===== src/rtl/conv_job_scheduler_if.sv =====
// conv_job_scheduler_if: host job-push channel plus control-unit start/config channel.
// The host (or bench) drives the master side; the scheduler is the slave.
interface conv_job_scheduler_if #(parameter int AW = 16);
   logic          job_valid;
   logic          job_ready;
   logic [1:0]    job_mode;
   logic [AW-1:0] job_if_addr;
   logic [AW-1:0] job_filt_addr;
   logic [AW-1:0] job_psum_addr;
   logic          cu_start;
   logic [1:0]    cu_mode;
   logic [AW-1:0] cu_if_base;
   logic [AW-1:0] cu_filt_base;
   logic [AW-1:0] cu_psum_base;
   logic          cu_ready;
   logic          cu_done;
   modport master (
      output job_valid, job_mode, job_if_addr, job_filt_addr, job_psum_addr, cu_ready, cu_done,
      input  job_ready, cu_start, cu_mode, cu_if_base, cu_filt_base, cu_psum_base
   );
   modport slave (
      input  job_valid, job_mode, job_if_addr, job_filt_addr, job_psum_addr, cu_ready, cu_done,
      output job_ready, cu_start, cu_mode, cu_if_base, cu_filt_base, cu_psum_base
   );
endinterface


===== src/rtl/conv_job_scheduler.sv =====
// conv_job_scheduler: queues conv jobs and issues them one at a time to the control unit with a watchdog.
// Optional JOB_CYCLE_CNT_EN adds last_job_cycles (cycles from pop to done of the last retired job).
module conv_job_scheduler #(
   parameter int AW        = 16,
   parameter int DEPTH     = 4,
   parameter int START_CYC = 2,
   parameter int TIMEOUT   = 4096,
   parameter int CW        = 16
) (
   input  logic          clk,
   input  logic          rst,
   conv_job_scheduler_if.slave bus,
   output logic          busy,
   output logic [CW-1:0] jobs_done,
   output logic [CW-1:0] rej_cnt,
   output logic          timeout_err
`ifdef JOB_CYCLE_CNT_EN
   ,
   output logic [CW-1:0] last_job_cycles
`endif
);
   localparam int PW = $clog2(DEPTH);
   localparam int SW = $clog2(START_CYC + 1);
   localparam int WW = $clog2(TIMEOUT);
   typedef struct packed {
      logic [1:0]    mode;
      logic [AW-1:0] ifa;
      logic [AW-1:0] filt;
      logic [AW-1:0] psum;
   } job_t;
   typedef enum logic [1:0] {IDLE, START_HI, START_LO, RUN} state_t;
   state_t        state_q, state_d;
   job_t          mem_q [DEPTH];
   job_t          mem_d [DEPTH];
   job_t          act_q, act_d;
   logic [PW:0]   wp_q, wp_d, rp_q, rp_d;
   logic [SW-1:0] sc_q, sc_d;
   logic [WW-1:0] wd_q, wd_d;
   logic [CW-1:0] done_q, done_d, rej_q, rej_d;
   logic          terr_q, terr_d;
   logic          full, empty, push, pop;
   // Extra pointer bit distinguishes full from empty when the indices match.
   assign full  = (wp_q ^ rp_q) == {1'b1, {PW{1'b0}}};
   assign empty = wp_q == rp_q;
   assign bus.job_ready = !rst && !full;
   assign push  = bus.job_valid && bus.job_ready;
   assign pop   = state_q == IDLE && !empty;
   always_comb begin
      mem_d   = mem_q;
      wp_d    = wp_q;
      rp_d    = rp_q;
      state_d = state_q;
      act_d   = act_q;
      sc_d    = sc_q;
      wd_d    = wd_q;
      done_d  = done_q;
      terr_d  = 1'b0;
      rej_d   = (push && bus.job_mode == 2'd0 && !(&rej_q)) ? rej_q + 1'b1 : rej_q;
      if (push && bus.job_mode != 2'd0) begin
         mem_d[wp_q[PW-1:0]] = {bus.job_mode, bus.job_if_addr, bus.job_filt_addr, bus.job_psum_addr};
         wp_d = wp_q + 1'b1;
      end
      case (state_q)
         IDLE: if (pop) begin
            act_d   = mem_q[rp_q[PW-1:0]];
            rp_d    = rp_q + 1'b1;
            sc_d    = SW'(START_CYC - 1);
            state_d = START_HI;
         end
         START_HI: if (sc_q == '0) begin
            state_d = START_LO;
            wd_d    = '0;
         end else sc_d = sc_q - 1'b1;
         START_LO, RUN: begin
            wd_d = wd_q + 1'b1;
            // A done pulse in the expiry cycle still retires the job.
            if (state_q == RUN && bus.cu_done) begin
               done_d  = done_q + 1'b1;
               state_d = IDLE;
            end else if (wd_q == WW'(TIMEOUT - 1)) begin
               terr_d  = 1'b1;
               state_d = IDLE;
            end else if (state_q == START_LO && bus.cu_ready) state_d = RUN;
         end
         default: state_d = IDLE;
      endcase
   end
   always_ff @(posedge clk) begin
      if (rst) begin
         state_q <= IDLE;
         mem_q   <= '{default: '0};
         act_q   <= '0;
         wp_q    <= '0;
         rp_q    <= '0;
         sc_q    <= '0;
         wd_q    <= '0;
         done_q  <= '0;
         rej_q   <= '0;
         terr_q  <= 1'b0;
      end else begin
         state_q <= state_d;
         mem_q   <= mem_d;
         act_q   <= act_d;
         wp_q    <= wp_d;
         rp_q    <= rp_d;
         sc_q    <= sc_d;
         wd_q    <= wd_d;
         done_q  <= done_d;
         rej_q   <= rej_d;
         terr_q  <= terr_d;
      end
   end
   assign bus.cu_start     = state_q == START_HI;
   assign bus.cu_mode      = act_q.mode;
   assign bus.cu_if_base   = act_q.ifa;
   assign bus.cu_filt_base = act_q.filt;
   assign bus.cu_psum_base = act_q.psum;
   assign busy             = state_q != IDLE || !empty;
   assign jobs_done        = done_q;
   assign rej_cnt          = rej_q;
   assign timeout_err      = terr_q;
`ifdef JOB_CYCLE_CNT_EN
   logic [CW-1:0] cyc_q, cyc_d, lc_q, lc_d;
   always_comb begin
      cyc_d = pop ? '0 : (&cyc_q) ? cyc_q : cyc_q + 1'b1;
      lc_d  = (state_q == RUN && bus.cu_done) ? cyc_q : lc_q;
   end
   always_ff @(posedge clk) begin
      if (rst) begin
         cyc_q <= '0;
         lc_q  <= '0;
      end else begin
         cyc_q <= cyc_d;
         lc_q  <= lc_d;
      end
   end
   assign last_job_cycles = lc_q;
`endif
endmodule


===== src/flat_wrapper.sv =====
// flat-port wrapper written by rule: the top's interface ports become plain ports
module conv_job_scheduler_flat 
#(
   parameter int AW        = 16,
   parameter int DEPTH     = 4,
   parameter int START_CYC = 2,
   parameter int TIMEOUT   = 4096,
   parameter int CW        = 16
)
  (clk, rst, busy, jobs_done, rej_cnt, timeout_err, bus_job_valid, bus_job_mode, bus_job_if_addr, bus_job_filt_addr, bus_job_psum_addr, bus_cu_ready, bus_cu_done, bus_job_ready, bus_cu_start, bus_cu_mode, bus_cu_if_base, bus_cu_filt_base, bus_cu_psum_base);
  conv_job_scheduler_if #(.AW(AW)) bus_i ();
  input  logic clk;
  input  logic rst;
  output logic busy;
  output logic [CW-1:0] jobs_done;
  output logic [CW-1:0] rej_cnt;
  output logic timeout_err;
  input wire logic [$bits(bus_i.job_valid)-1:0] bus_job_valid;
  input wire logic [$bits(bus_i.job_mode)-1:0] bus_job_mode;
  input wire logic [$bits(bus_i.job_if_addr)-1:0] bus_job_if_addr;
  input wire logic [$bits(bus_i.job_filt_addr)-1:0] bus_job_filt_addr;
  input wire logic [$bits(bus_i.job_psum_addr)-1:0] bus_job_psum_addr;
  input wire logic [$bits(bus_i.cu_ready)-1:0] bus_cu_ready;
  input wire logic [$bits(bus_i.cu_done)-1:0] bus_cu_done;
  output wire logic [$bits(bus_i.job_ready)-1:0] bus_job_ready;
  output wire logic [$bits(bus_i.cu_start)-1:0] bus_cu_start;
  output wire logic [$bits(bus_i.cu_mode)-1:0] bus_cu_mode;
  output wire logic [$bits(bus_i.cu_if_base)-1:0] bus_cu_if_base;
  output wire logic [$bits(bus_i.cu_filt_base)-1:0] bus_cu_filt_base;
  output wire logic [$bits(bus_i.cu_psum_base)-1:0] bus_cu_psum_base;
  assign bus_i.job_valid = bus_job_valid;
  assign bus_i.job_mode = bus_job_mode;
  assign bus_i.job_if_addr = bus_job_if_addr;
  assign bus_i.job_filt_addr = bus_job_filt_addr;
  assign bus_i.job_psum_addr = bus_job_psum_addr;
  assign bus_i.cu_ready = bus_cu_ready;
  assign bus_i.cu_done = bus_cu_done;
  assign bus_job_ready = bus_i.job_ready;
  assign bus_cu_start = bus_i.cu_start;
  assign bus_cu_mode = bus_i.cu_mode;
  assign bus_cu_if_base = bus_i.cu_if_base;
  assign bus_cu_filt_base = bus_i.cu_filt_base;
  assign bus_cu_psum_base = bus_i.cu_psum_base;
  conv_job_scheduler #(.AW(AW), .DEPTH(DEPTH), .START_CYC(START_CYC), .TIMEOUT(TIMEOUT), .CW(CW)) u_core (.clk(clk), .rst(rst), .bus(bus_i), .busy(busy), .jobs_done(jobs_done), .rej_cnt(rej_cnt), .timeout_err(timeout_err));
endmodule

===== config.mk =====
export PLATFORM = sky130hd
export DESIGN_NAME = conv_job_scheduler_flat
export DESIGN_NICKNAME = d
export VERILOG_FILES = /design/src/rtl/conv_job_scheduler_if.sv /design/src/rtl/conv_job_scheduler.sv /design/src/flat_wrapper.sv
export SDC_FILE = /design/constraint.sdc
export NUM_CORES = 1
export LEC_CHECK = 0
export CORE_ASPECT_RATIO = 0.75
export CORE_MARGIN = 1.5
export CORE_UTILIZATION = 45
export DETAILED_ROUTE_END_ITERATION = 10
export PLACE_DENSITY = 0.66
export SYNTH_ARGS = -nofsm -noshare
export SYNTH_HDL_FRONTEND = slang
export SYNTH_SLANG_ARGS = --single-unit

===== constraint.sdc =====
create_clock -name clk -period 2.2 [get_ports clk]
set_clock_uncertainty 0.1 [all_clocks]
set_input_delay 0.44 -clock clk [delete_from_list [all_inputs] [get_ports clk]]
set_output_delay 0.44 -clock clk [all_outputs]
set_load 0.01 [all_outputs]

==> metrics, run 1 <==
hold_sp rst; register area share after synthesis 46.2%; Initial DRC Count 1153; largest net degree at the start of global routing 155; Synth top area share 46.2%; DRT Pass-1 Iters 6; most common cell in the synthesized netlist dfxtp_1; Post-synth EDFFs 0; Core Box Area 29000 µm²; Async SR Flop Fraction 0%; top post-synthesis cells by area dfxtp_1 (46%), a21oi_1 (10%), mux4_2 (8.5%), nand3_1 (8.2%), o21ai_0 (8.0%); Die H 151 µm; port buffer count 140; Die Wd 201 µm; via count 12000; worst setup margin 46.9 ps; routed wire length on met3 2660 µm; Root Buffer clkbuf_16; vias per cell 5.94; uppermost routed layer met4; final setup TNS 0 ps; CP required 1660 ps; initial core utilization 45.6%; antenna-violating nets left 0; status finished clean; main flop type after synthesis dfxtp_1; period utilization 97.9%; critical path arrival 1610 ps; total wire length 37600 µm; FF-to-FF Start u_core.rp_q[2]$_SDFFE_PP0P_; TritonCTS buffer count 30; CTS Buffer Depth 3; Hold Crit Depth 3; Syn Std Cell Area 13200 µm²; Hold Buf Count CTS 0; GR Overflow Total 0; Ports 141; Min Clock Period, post-route 2150 ps; post-synth top area cell dfxtp_1; worst hold margin 129 ps; pwr dens 870 nW/µm²; layout cells sized above 1 12.0%; Synth Net Count 1585; relative slew slack 33.3%; vias in the first global route 11000; synthesized flop and latch total 305; final total power 14100 µW; Area Growth Syn to Fin 22.7%; Reg2Reg Depth 6; Global Route Usage Sum 24.2%; first-pass GRT wire length 59700 µm; VDD IR max 0.688 mV; achievable clock frequency 464 MHz; wire length on met1 17100 µm; syn_area_per_cell 8.68 µm²; Routed met2 length 17200 µm; worst slack at placement -397 ps; Crit. End Element primary output; Hold Vio Cnt, Final 0; critical path type reg2out; final net count 1662; wire per inst 18.7 µm; Max H-tree Level 1; CP startpoint kind flip-flop; Slew @ Worst Pin 1000 ps; worst setup path start u_core.rp_q[1]$_SDFFE_PP0P_; min-delay worst type in2reg; Pleak 0.00512 µW; CTS tree yes; YS warnings 0; overall die area 30400 µm²; Final Instance Area 16200 µm²; initial antenna violation count 2; Cell Area, Placed 15200 µm²; max-slew violations 0; routability cong. 0.799; Distinct cells, synth 47; placed wire-length estimate 21500 µm; DRC 0; Max-Cap Viols 0; setup violators final 0; clk_lat worst skew 550 ps; R2R setup slack 240 ps; Commonest cells post-synth dfxtp_1 (305), a21oi_1 (271), nand3_1 (217); Syn Inst Count 1521; r2r endpoint u_core.mem_q[99]$_SDFFE_PP0P_; maximum fanout along the worst path 4; CTS clk-pin slew, worst paths 60 ps; Worst Hold End u_core.wp_q[2]$_SDFFE_PP0P_; clk sinks 305; row cnt 54
critical path, stage by stage (launching register included):
cell and delay [ps]:
dfxtp_2 350, xnor2_2 280, nand4_1 120, dlygate4sd2_1 320
routing by layer:
metal | global-route usage (%) | vias to the layer above
met5 | 0 | -
li1 | - | 5706
met4 | 5.23 | 0
met3 | 3.49 | 41
met1 | 34.6 | 5807
met2 | 38.8 | 409
state kept, by name, summed over array words and instances (netlist names):
signal                   flops
u_core.mem_q               200
u_core.bus.cu_filt_base     16
u_core.bus.cu_if_base       16
u_core.bus.cu_psum_base     16
u_core.jobs_done            16
u_core.rej_cnt              16
u_core.wd_q                 12
u_core.rp_q                  3
u_core.wp_q                  3
u_core.bus.cu_mode           2
u_core.sc_q                  2
u_core.state_q               2
u_core.timeout_err           1
stage by stage:
step	utilization, %	std cells
after floorplan	-	1521
after global placement	52.3	1957
after detailed placement	52.3	1957
after CTS	55.9	2011
after global routing	55.9	2012
final	55.9	2013
placed cells by master, fill, tap and decap left out, types with 7 or more instances in the layout:
cell type	instances
nand2_1	120
nand4_1	14
xor2_1	9
clkbuf_8	8
inv_1	12
clkbuf_1	9
or3_1	8
xnor2_1	7
a21oi_1	271
buf_4	45
nand3_1	217
nor2_1	26
dfxtp_2	10
buf_12	16
dfxtp_1	294
mux4_2	50
clkdlybuf4s50_1	136
or4_1	14
o21ai_0	210
clkbuf_16	32
o31ai_1	7
power by group:
part	leakage [µW]	internal, µW	total, µW	switching, µW
clock network	0.000489	3030	5170	2150
logic	0.00216	1080	3070	1990
registers	0.00247	5710	5860	141
total	0.00512	9820	14100	4270
area by class of cell:
type / count / area [µm²]
tap: 392 / 490
fill: 2551 / 12800
timing repair buffer: 201 / 2060
clock buffer: 49 / 945
inverter: 16 / 60.1
antenna: 2 / 5.00
multi-input combinational: 1044 / 6470
sequential: 305 / 6120
clock inverter: 4 / 48.8
timing repair:
action | 4_1_cts | 5_1_grt
pin swaps | 3 | 0
buffers inserted | 1 | 0
endpoints found under the hold margin | 0 | 0
resized for setup | 14 | 5
endpoints found under the setup margin | 5 | 5
worst max-delay path by stage:
stage,endpoint,slack [ps],cells past startpoint
2_1_floorplan,u_core.rej_cnt[8]$_SDFFE_PP0P_,210,6
6_report,busy,50,3
5_1_grt,u_core.mem_q[117]$_SDFFE_PP0P_,-1,7
4_1_cts,bus_job_ready,0.5,3
3_3_place_gp,u_core.mem_q[20]$_SDFFE_PP0P_,-340,6
3_5_place_dp,u_core.mem_q[171]$_SDFFE_PP0P_,-400,6
logic make-up (layout without fill, tap and decap cells):
logic type | after synthesis | count (layout) | share of synthesized area [%]
compound gates | 524 | 524 | 20.8
simple gates | 432 | 432 | 16.1
flops | 305 | 305 | 46.2
buf+inv | 172 | 270 | 5.39
mux | 59 | 59 | 9.26
xor+xnor | 20 | 20 | 1.33
fa+ha+maj | 9 | 9 | 0.853
other cells | 0 | 2 | 0
Power figures use the tool's default switching activity.
==> inputs of run 2 (changes only) <==
HOLD_SLACK_MARGIN = 0.02   (was default)
==> results of run 2 <==
Same layout as run 1: the final DEF is identical, and so are final timing and power.
==> inputs of run 3 (changes only) <==
ABC_AREA = 1   (was default)
==> metrics, run 3 <==
TritonCTS buffer count 31; maximum fanout along the worst path 5; commonest non-fill, non-tap cell in the layout nor2_1; DRT Pass-1 Iters 5; syn_area_per_cell 6.51 µm²; initial antenna violation count 0; Initial DRC Count 651; Syn Std Cell Area 13500 µm²; YS warnings 0; CP required 1660 ps; port buffer count 140; antenna-violating nets left 0; synthesized flop and latch total 305; main flop type after synthesis dfxtp_1; initial core utilization 46.1%; Synth Net Count 2133; achievable clock frequency 476 MHz; most frequent cells in the layout nor2_1 (686), nand2_1 (511), dfxtp_1 (300); Distinct cells, synth 30; Die H 153 µm; relative slew slack 58.5%; DRC 0; register area share after synthesis 45.3%; setup violators final 0; Worst Hold End u_core.jobs_done[10]$_SDFFE_PP0P_; hold_sp u_core.jobs_done[10]$_SDFFE_PP0P_; Max-Cap Viols 0; CP startpoint kind flip-flop; Slowest cell on crit path clkdlybuf4s50_1; CP max stage delay 580 ps; pwr dens 1080 nW/µm²; vias per cell 4.91; overall die area 31000 µm²; Min Clock Period, post-route 2100 ps; total wire length 34100 µm; largest net degree at the start of global routing 101; CP top delay family buffers and inverters; Max H-tree Level 1; critical path type reg2out; FF-to-FF Start u_core.rp_q[0]$_SDFFE_PP0P_; Root Buffer clkbuf_16; layout cells sized above 1 6.56%; Die Wd 203 µm; routed wire length on met3 1470 µm; R2R setup slack 240 ps; Slew @ Worst Pin 622 ps; GR Overflow Total 0; Final Instance Area 16800 µm²; clk_lat worst skew 560 ps; Reg2Reg Depth 11; post-synth top area cell dfxtp_1; row cnt 54; wire per inst 13.1 µm; r2r endpoint u_core.bus.cu_filt_base[11]$_SDFFE_PP0P_; max FFs per register 200; Post-synth EDFFs 0; Commonest cells post-synth nor2_1 (687), nand2_1 (514), dfxtp_1 (305); max-slew violations 0; Pleak 0.00693 µW; Syn Inst Count 2069; wire length on met1 17200 µm; Routed met2 length 15000 µm; Hold Crit Depth 2; crit-path cells clkdlybuf4s50_1; first-pass GRT wire length 56900 µm; routability cong. 0.831; Global Route Usage Sum 21.8%; top post-synthesis cells by area dfxtp_1 (45%), nor2_1 (19%), nand2_1 (14%), o21ai_0 (6.6%), inv_1 (2.9%); CTS Buffer Depth 3; min-delay worst type reg2reg; RSZ-0062 raised after global routing false; most common cell in the synthesized netlist nor2_1; Cell Area, Placed 15700 µm²; Hold Buf Count CTS 0; Hold Vio Cnt, Final 0; CTS tree yes; uppermost routed layer met4; status finished clean; CTS clk-pin slew, worst paths 60 ps; Ports 141; Area Growth Syn to Fin 24.6%; Synth top area share 45.3%; via count 12800; placed wire-length estimate 21900 µm; critical path arrival 1560 ps; clk sinks 305; WP buf/inv 1; register bank with the most flops u_core.mem_q; Crit. End Element primary output; diode count 0; final net count 2252; final total power 18100 µW; Async SR Flop Fraction 0%; period utilization 95.5%; Core Box Area 29300 µm²; VDD IR max 0.745 mV; vias in the first global route 11600
run 3: changes by cell type after synthesis, sizes merged, moves of 20 or more:
cell,before,now
inv,16,108
nand2,120,514
buf,43,63
nand3,217,26
mux4,50,0
o21ai,210,178
a21oi,271,37
clkbuf,113,57
nor2,26,691
o22ai,0,51
run 3: metal layers:
metal	vias to the layer above	track usage, %
li1	6681	-
met1	5811	31.4
met2	241	35.3
met3	44	2.73
met4	0	4.13
met5	-	0
run 3: worst register-to-register path, cell delays in order (launching register included):
cell and delay [ps]:
dfxtp_4 380, clkinv_2 80, nand2_1 90, nand2_2 90, nand2_1 90, nor2_2 50
buf_4 130, inv_1 50, nand2_2 110, buf_12 210, o21ai_0 400, nor2_1 70
run 3: cells by family (layout without fill, tap and decap cells):
kind of cell,Yosys count,after routing,share of synthesized area [%]
AOI/OAI and AO/OA,278,278,11.0
xor gates and xnor gates,2,2,0.130
adders and majority gates,9,9,0.836
buffers and inverters,229,372,7.12
DFF,305,305,45.3
and+or+nand+nor,1246,1246,35.6
run 3: worst max path at each step:
stage	start	endpoint	slack, ps	depth (start not counted)
finish	u_core.rej_cnt[12]$_SDFFE_PP0P_	rej_cnt[12]	100	1
floorplan	rst	bus_job_ready	410	5
detailed placement	bus_job_mode[1]	u_core.mem_q[90]$_SDFFE_PP0P_	-60	9
global route	u_core.rp_q[0]$_SDFFE_PP0P_	busy	5	7
global placement	rst	bus_job_ready	-30	5
CTS	u_core.wp_q[0]$_SDFFE_PP0P_	busy	-80	7
run 3: timing repair:
action / CTS / global route
buffers inserted: 1 / 0
endpoints found under the setup margin: 3 / 2
pin swaps: 1 / 2
resized for setup: 13 / 4
run 3: power by group:
part           internal [µW]  leakage (µW)  switching [µW]  total, µW
clock network           3420      0.000551            2220       5650
logic                   2360       0.00389            3540       5890
registers               6150       0.00248             368       6520
run 3: area by class of cell:
type	instances	area, µm²
Clock inverter	17	219
Tap cell	392	490
Clock buffer	40	890
Multi-Input combinational cell	1535	6430
Fill cell	2779	12500
Sequential cell	305	6110
Inverter	109	420
Timing Repair Buffer	206	2220
run 3: metrics by stage:
stage | setup TNS, ps | utilization [%] | worst slack, ps | hold WS, ps | std cells
4_1_cts | -77.3 | 57.4 | -77.3 | 377 | 2604
5_1_grt | 0 | 57.4 | 4.91 | 383 | 2604
2_1_floorplan | 0 | - | 409 | 345 | 2069
6_report | 0 | 57.4 | 98.0 | 369 | 2604
3_5_place_dp | -3310 | 53.5 | -62.1 | 366 | 2546
3_3_place_gp | -446 | 53.5 | -30.3 | 356 | 2546
